[src/rtl/axis_master.sv]
// axis_master: byte-wide AXI4-Stream transmitter with an internal write FIFO.
// User logic pushes {last, data} through din/din_valid/din_ready. The FIFO head
// is presented on m_axis_* and is popped on tvalid && tready.
// Optional feature macro AXIS_MASTER_TLAST_GEN_EN: tlast is generated from a
// PKT_LEN beat counter, and din_last is ignored.
module axis_master #(
   parameter int unsigned DATA_W  = 8,
   parameter int unsigned DEPTH   = 4,
   parameter int unsigned PKT_LEN = 16
) (
   input  logic                    m_axis_aclk,
   input  logic                    m_axis_arst,
   input  logic [DATA_W-1:0]       din,
   input  logic                    din_valid,
   input  logic                    din_last,
   output logic                    din_ready,
   output logic [DATA_W-1:0]       m_axis_tdata,
   output logic                    m_axis_tvalid,
   output logic                    m_axis_tlast,
   input  logic                    m_axis_tready,
   output logic                    pkt_done,
   output logic [$clog2(DEPTH):0]  fifo_count
);

   localparam int unsigned AW = $clog2(DEPTH);
   localparam logic [AW:0] FULL_CNT = (AW+1)'(DEPTH);

   typedef enum logic [1:0] {IDLE, STREAM, LAST} tx_state_t;

   logic [DATA_W-1:0] mem_data [DEPTH];
   logic [AW-1:0]     wr_ptr;
   logic [AW-1:0]     rd_ptr;
   logic [AW-1:0]     rd_ptr_nxt;
   logic [AW:0]       count;
   logic [AW:0]       cnt_after_pop;
   logic [AW:0]       count_nxt;
   logic              push;
   logic              pop;
   logic              head_last;
   logic              nxt_head_last;
   tx_state_t         tx_state;
   tx_state_t         tx_state_nxt;

   assign din_ready     = !m_axis_arst && (count < FULL_CNT);
   assign m_axis_tvalid = (count != '0);
   assign push          = din_valid && din_ready;
   assign pop           = m_axis_tvalid && m_axis_tready;
   assign fifo_count    = count;

   assign cnt_after_pop = count - (AW+1)'(pop);
   assign count_nxt     = cnt_after_pop + (AW+1)'(push);
   assign rd_ptr_nxt    = pop ? rd_ptr + 1'b1 : rd_ptr;

   // Empty FIFO forces tdata/tlast to zero so that reset and idle outputs are defined
   assign m_axis_tdata  = m_axis_tvalid ? mem_data[rd_ptr] : '0;
   assign m_axis_tlast  = m_axis_tvalid && head_last;

   // FIFO storage write; push already excludes reset and full
   always_ff @(posedge m_axis_aclk) begin
      if (push) begin
         mem_data[wr_ptr] <= din;
      end
   end

   // Pointers and occupancy
   always_ff @(posedge m_axis_aclk or posedge m_axis_arst) begin
      if (m_axis_arst) begin
         wr_ptr <= '0;
         rd_ptr <= '0;
         count  <= '0;
      end else begin
         if (push) begin
            wr_ptr <= wr_ptr + 1'b1;
         end
         rd_ptr <= rd_ptr_nxt;
         count  <= count_nxt;
      end
   end

`ifdef AXIS_MASTER_TLAST_GEN_EN
   localparam int unsigned BW = (PKT_LEN > 1) ? $clog2(PKT_LEN) : 1;
   localparam logic [BW-1:0] LAST_BEAT = BW'(PKT_LEN - 1);

   logic [BW-1:0] beat_cnt;
   logic [BW-1:0] beat_cnt_nxt;
   logic          unused_din_last;

   assign unused_din_last = din_last;
   assign head_last       = (beat_cnt == LAST_BEAT);
   assign nxt_head_last   = (beat_cnt_nxt == LAST_BEAT);

   // Beat position of the next pop, wrapping after the tlast beat
   always_comb begin
      beat_cnt_nxt = beat_cnt;
      if (pop) begin
         beat_cnt_nxt = (beat_cnt == LAST_BEAT) ? '0 : beat_cnt + 1'b1;
      end
   end

   // Beat counter register
   always_ff @(posedge m_axis_aclk or posedge m_axis_arst) begin
      if (m_axis_arst) begin
         beat_cnt <= '0;
      end else begin
         beat_cnt <= beat_cnt_nxt;
      end
   end
`else
   logic mem_last [DEPTH];

   assign head_last = mem_last[rd_ptr];
   // When the FIFO drains to empty this cycle, the new head is the byte being pushed
   assign nxt_head_last = (cnt_after_pop == '0) ? din_last : mem_last[rd_ptr_nxt];

   // Last-flag storage alongside the data
   always_ff @(posedge m_axis_aclk) begin
      if (push) begin
         mem_last[wr_ptr] <= din_last;
      end
   end
`endif

   // Next-state: the state tracks what kind of beat the head presents
   always_comb begin
      tx_state_nxt = tx_state;
      case (tx_state)
         IDLE: begin
            if (push) begin
               tx_state_nxt = nxt_head_last ? LAST : STREAM;
            end
         end
         STREAM, LAST: begin
            if (pop) begin
               if (count_nxt == '0) begin
                  tx_state_nxt = IDLE;
               end else if (nxt_head_last) begin
                  tx_state_nxt = LAST;
               end else begin
                  tx_state_nxt = STREAM;
               end
            end
         end
         default: tx_state_nxt = IDLE;
      endcase
   end

   // State register and the one-cycle frame-complete pulse
   always_ff @(posedge m_axis_aclk or posedge m_axis_arst) begin
      if (m_axis_arst) begin
         tx_state <= IDLE;
         pkt_done <= 1'b0;
      end else begin
         tx_state <= tx_state_nxt;
         pkt_done <= pop && (tx_state == LAST);
      end
   end

endmodule

[config.mk]
export PLATFORM = sky130hd
export DESIGN_NAME = axis_master
export DESIGN_NICKNAME = d
export VERILOG_FILES = /design/src/rtl/axis_master.sv
export SDC_FILE = /design/constraint.sdc
export NUM_CORES = 1
export LEC_CHECK = 0
export CORE_ASPECT_RATIO = 1.25
export CORE_MARGIN = 2
export CORE_UTILIZATION = 30
export CTS_BUF_LIST = sky130_fd_sc_hd__clkbuf_4 sky130_fd_sc_hd__clkbuf_8 sky130_fd_sc_hd__clkbuf_16
export DETAILED_ROUTE_END_ITERATION = 7
export PLACE_DENSITY = 0.55
export SKIP_LAST_GASP = 1
export SYNTH_ARGS = -nofsm -noshare
export SYNTH_HDL_FRONTEND = slang
export SYNTH_SLANG_ARGS = --single-unit
[constraint.sdc]
create_clock -name m_axis_aclk -period 4.08 [get_ports m_axis_aclk]
set_clock_uncertainty 0.15 [all_clocks]
set_input_delay 0.816 -clock m_axis_aclk [delete_from_list [all_inputs] [get_ports m_axis_aclk]]
set_output_delay 0.816 -clock m_axis_aclk [all_outputs]
set_load 0.005 [all_outputs]
# After elaboration in Yosys (flattened, before gate mapping)
# Memory sizes are Yosys's and may differ from the RTL's.
# Index checks and enable logic that the tools add are counted.
# op_classes
magnitude_cmp,1
n_reduce_logical,12
add_sub_neg,4
muxes,10
eq_ne,4
# ops
operator,n
$mux W2,5
$mux W8,1
$logic_not A3 Y1,2
$logic_and A1 B1 Y1,5
$add A2 B1 Y2 const B,2
$ne A2 B2 Y1 const B,2
$pmux W2 S2,1
$add A3 B1 Y3,1
$lt A3 B3 Y1 const B,1
$mux W1,3
$reduce_bool A3 Y1,1
$sub A3 B1 Y3,1
$eq A2 B1 Y1 const B,1
$eq A2 B2 Y1 const B,1
$logic_not A2 Y1,1
$reduce_and A2 Y1,1
$reduce_or A2 Y1,1
$logic_not A1 Y1,1
# word_totals
ramBits,36
memories,2
elab_cells,38
register_bits,10
output_inout_bits,15
inputBits,13
# mem_list
name,words,width,read_ports,rd_clocked_by_memory_dff,write_ports,line_no,rtl
mem_data,4,8,1,0,1,30,logic [DATA_W-1:0] mem_data [DEPTH];
mem_last,4,1,2,0,1,109,logic mem_last [DEPTH];

# Logic depth before layout (Yosys ltp)
# logic_depth
word_depth,9
mapped_depth,10

# Worst setup path before layout
# OpenSTA, ideal clock, no wires.
# synth_path
path_type,input -> register
from,input m_axis_tready
to,register tx_state[0]
t_arrival_ns,2.339
required_ns,3.795
setup_ns,0.135
stages,8
slack_ns,1.457
n_path_buf,0
cell_sequence,o31ai_4 -> inv_1 -> ha_1 -> ha_1 -> inv_1 -> ha_1 -> o41ai_1 -> o21ai_1
# synth_rtl
item,line_no,rtl
from (decl),20,"input logic m_axis_tready,"
$logic_and A1 B1 Y1,47,assign pop = m_axis_tvalid && m_axis_tready;
$sub A3 B1 Y3,50,assign cnt_after_pop = count - (AW+1)'(pop);
$add A3 B1 Y3,51,assign count_nxt = cnt_after_pop + (AW+1)'(push);
via count_nxt[1],36,logic [AW:0] count_nxt;
$logic_not A3 Y1,134,if (count_nxt == '0) begin
$mux W2,134,
$mux W2,133,if (pop) begin
$pmux W2 S2,126,case (tx_state)
to (signal assigned),153,tx_state <= tx_state_nxt;
to (decl),41,tx_state_t tx_state;
# The timed path passes the listed nets, and every way through them passes these cells. The select of a mux whose other input is x is not followed.
# A chain may end at the register's enable or synchronous reset.

# Final worst setup path
# layout_path
from,register rd_ptr[0]
to,output m_axis_tdata[0]
# layout_via
elab_chain_len,2
# layout_lines
item,line_no,rtl
from (decl),32,logic [AW-1:0] rd_ptr;
from (signal assigned),75,rd_ptr <= rd_ptr_nxt;
$mem_v2 Z4 W8,--,
$mux W8,55,assign m_axis_tdata = m_axis_tvalid ? mem_data[rd_ptr] : '0;
to (decl),17,"output logic [DATA_W-1:0] m_axis_tdata,"
# Every way passes these cells.

==> run_results.csv <==
group,metric,value,unit
status,status,"finished clean",
critical_path,crit_path_start_kind,"flip-flop",
synth,synth_mux_area_frac,0.1045,
synth,synth_compound_area_frac,0.05637,
synth,synth.most_common_cell,"edfxtp_1",
drt,drcViolationCount,0,
synth,async_reset_ff_frac,0.2174,
synth,ys_seq_area_frac,0.6248,
floorplan,fp.dieH,98.23,microns
timing,final_hold_viol_count,0,
layout,fin_cells,262,
grt,grt_pass1_vias,1287,
critical_path,crit_type,"reg2out",
hold_path,holdPathStages,2,
grt,grt_usage,0.1097,
synth,syn_inst,139,
power_and_ir_drop,cellPowerDensity,664.8,nW/um^2
power_and_ir_drop,p_clk_frac,0.193,
timing,setup_viol,0,
grt,grt_overflow_total,0,
timing,timing.hold.ws,0.3755,ns
layout,area.growth.synth_to_final,23.08,%
synth,netlist_area,2131,sq um
clock_network,htree_levels,2,
synth,synth_area_leader_cell,"edfxtp_1",
synth,synth-simple-area-share,0.09865,
job,maxCapViolCount,0,
synth,ys.flop_type,"edfxtp_1",
layout,antenna-diode-count,0,
critical_path,slowest_stage,"dfrtp_1",
power_and_ir_drop,p_int,1.196,mW
clock_network,clk_pin_slew,0.08,ns
critical_path,rr_endpoint,"tx_state[1]",
drt,drt-total-wl,3905,microns
drt,viasPerCell,4.511,
layout,fillCellCount,653,
critical_path,path_depth,3,
grt,grt_max_degree,18,
clock_network,cts-resized-gates,0,
layout,fin_nets,194,
critical_path,cp_num_buf_inv,1,
timing,slew_viol_final,0,
power_and_ir_drop,p_switching,0.5471,mW
timing,worstMarginPinSlew,0.6695,ns
placed_design,port_buffers,27,
critical_path,required,3.11,ns
power_and_ir_drop,pwr-share-seq,0.402,
synth,syn_area_per_cell,15.33,sq um
synth,synth_top_family_by_area,"multiplexers",
clock_network,cts_tree,"yes",
drt,drtIter0Drc,47,
power_and_ir_drop,power_leakage,0.9495,nW
critical_path,crit_path_max_fanout,10,
layout,multi_input_area,730.7,sq um
synth,mappedNetlistNets,162,
synth,yosys.area.top_type_share,0.5073,
synth,synth_xor_area_frac,0.02466,
hold_path,min_to,"tx_state[0]",
layout,drive_above_1_share,0.1453,
timing,finalSetupTns,0,ns
hold_path,hp-class,"reg2reg",
clock_network,post_cts_buffers,0,
hold_path,min-delay-start,"tx_state[0]",
critical_path,worst_r2r_path_depth,8,
clock_network,numCtsBuffers,5,
critical_path,worstPathCellList,"mux4_2 > nor2b_1 > clkdlybuf4s50_1",
grt,grt_antenna_before_repair,0,
synth,synthDistinctLibCells,33,
floorplan,die_area,7797,sq um
synth,synth_area_leaders,"edfxtp_1 51%, dfrtp_1 12%, mux4_2 9.5%",
grt,grt_first_pass_wirelength,6451,microns
timing,grt_setup_unrepaired,"false",
synth,synthAdderAreaFrac,0.05872,
synth,synthTopCellsByCount,"36 x edfxtp_1, 11 x inv_1, 10 x dfrtp_1, 10 x ha_1, 10 x nor2b_1",
critical_path,end_kind,"primary output",
placed_design,dp_hpwl,2782,microns
clock_network,cts_max_path_buffers,2,
power_and_ir_drop,ir_worst_vdd,0.0003252,V
floorplan,rows,34,
placed_design,pre_cts_ws,0.6488,ns
timing,finalCriticalPeriod,3.194,ns
layout,seq_area,1331,sq um
power_and_ir_drop,combinationalPowerShare,0.404,
synth,yosys_warnings,0,
placed_design,place_inst,254,
timing,finalCritPeriodShare,0.7827,
drt,dr_total_vias,1182,
critical_path,max_stage_delay,0.76,ns
critical_path,critical_path_arrival,2.23,ns
clock_network,clock-sinks,46,
critical_path,r2r_setup_slack,1.29,ns
clock_network,hold_buffers,0,
critical_path,r2r_start,"fifo_count[2]",
drt,postRouteAntennaNets,0,
placed_design,place_congestion,0.7556,
floorplan,initial_core_util,0.3073,
synth,synth-seq-cells,46,
drt,routedWlPerCell,14.90,microns
timing,worst_slack,0.8864,ns
clock_network,ctsRootBufferMaster,"clkbuf_8",
timing,max_freq,0.3131,GHz
timing,relSlewSlack,0.5537,
floorplan,chipWidth,79.38,microns
floorplan,coreArea,6934,sq um
clock_network,clk_latency,0.29,ns
floorplan,ios,28,
critical_path,crit_family,"flip-flops",
drt,first_pass_iters,4,
power_and_ir_drop,swShare,0.3138,
synth,synth_edf_count,36,
==> flip-flops by register name (all words and copies together) (netlist names) <==
name,flops
mem_data,32
mem_last,4
fifo_count,3
rd_ptr,2
tx_state,2
wr_ptr,2
pkt_done,1
==> routing by layer <==
metal / GRT usage / vias to the layer above / wire length (microns) / part of all wire
met5: 0 / - / 0 / 0
met4: 0.03581 / 0 / 22 / 0.0056
met3: 0.02957 / 2 / 151 / 0.039
met2: 0.1851 / 27 / 2016 / 0.52
met1: 0.1360 / 581 / 1715 / 0.44
li1: - / 572 / - / -
==> worst max path at each step <==
| stage | startpoint | end | slack, ns |
|---|---|---|---|
| floorplan | m_axis_tready | tx_state[0] | 1.46 |
| global placement | m_axis_tready | tx_state[0] | 0.75 |
| detailed placement | m_axis_tready | tx_state[1] | 0.65 |
| CTS | rd_ptr[0] | m_axis_tdata[0] | 0.81 |
| global route | rd_ptr[0] | m_axis_tlast | 0.71 |
| finish | rd_ptr[0] | m_axis_tdata[0] | 0.89 |
==> worst register-to-register path: cells and delay by family, from the launching register on <==
family                     cells  cell delay, ns
adders and majority gates      3            0.80
buffers and inverters          2            0.22
AOI/OAI and AO/OA              3            1.01
DFF                            1            0.49
==> placed cells by master, fill, tap and decap left out, types with 3 or more instances in the layout <==
master / count
nor2b_1: 10
xnor2_1: 5
nor2_1: 4
ha_1: 10
dfrtp_1: 10
clkdlybuf4s50_1: 27
and2_1: 5
nand3_1: 4
nor3_1: 3
nand2_1: 6
clkbuf_8: 5
mux4_2: 9
inv_1: 11
buf_4: 3
edfxtp_1: 36
==> power by group through the flow <==
stage / Combinational (mW) / Clock (mW) / Sequential, mW
floorplan: 0.498 / 0 / 0.636
global placement: 0.695 / 0 / 0.710
detailed placement: 0.716 / 0 / 0.717
CTS: 0.721 / 0.344 / 0.706
global route: 0.786 / 0.362 / 0.723
finish: 0.705 / 0.337 / 0.701
==> layout make-up <==
| class | count | share of cell area |
|---|---|---|
| sequential | 46 | 0.5076 |
| timing repair buffer | 30 | 0.1116 |
| clock buffer | 6 | 0.02910 |
| tap | 90 | 0.04294 |
| multi-input combinational | 77 | 0.2786 |
| inverter | 11 | 0.01574 |
| clock inverter | 2 | 0.01431 |
==> kinds of logic (layout without fill, tap and decap cells) <==
group / after synthesis / count (layout)
flops: 46 / 46
simple gates: 38 / 38
buf+inv: 16 / 49
compound gates: 12 / 12
mux: 11 / 11
fa+ha+maj: 10 / 10
xor+xnor: 6 / 6
==> through the flow <==
stage | util | instance area, sq um | total power [mW]
after floorplan | - | 2131 | 1.134
after global placement | 0.3618 | 2509 | 1.405
after detailed placement | 0.3618 | 2509 | 1.433
after CTS | 0.3782 | 2623 | 1.771
after global routing | 0.3782 | 2623 | 1.872
final | 0.3782 | 2623 | 1.744
No activity file was read; power rests on OpenSTA's default activity.
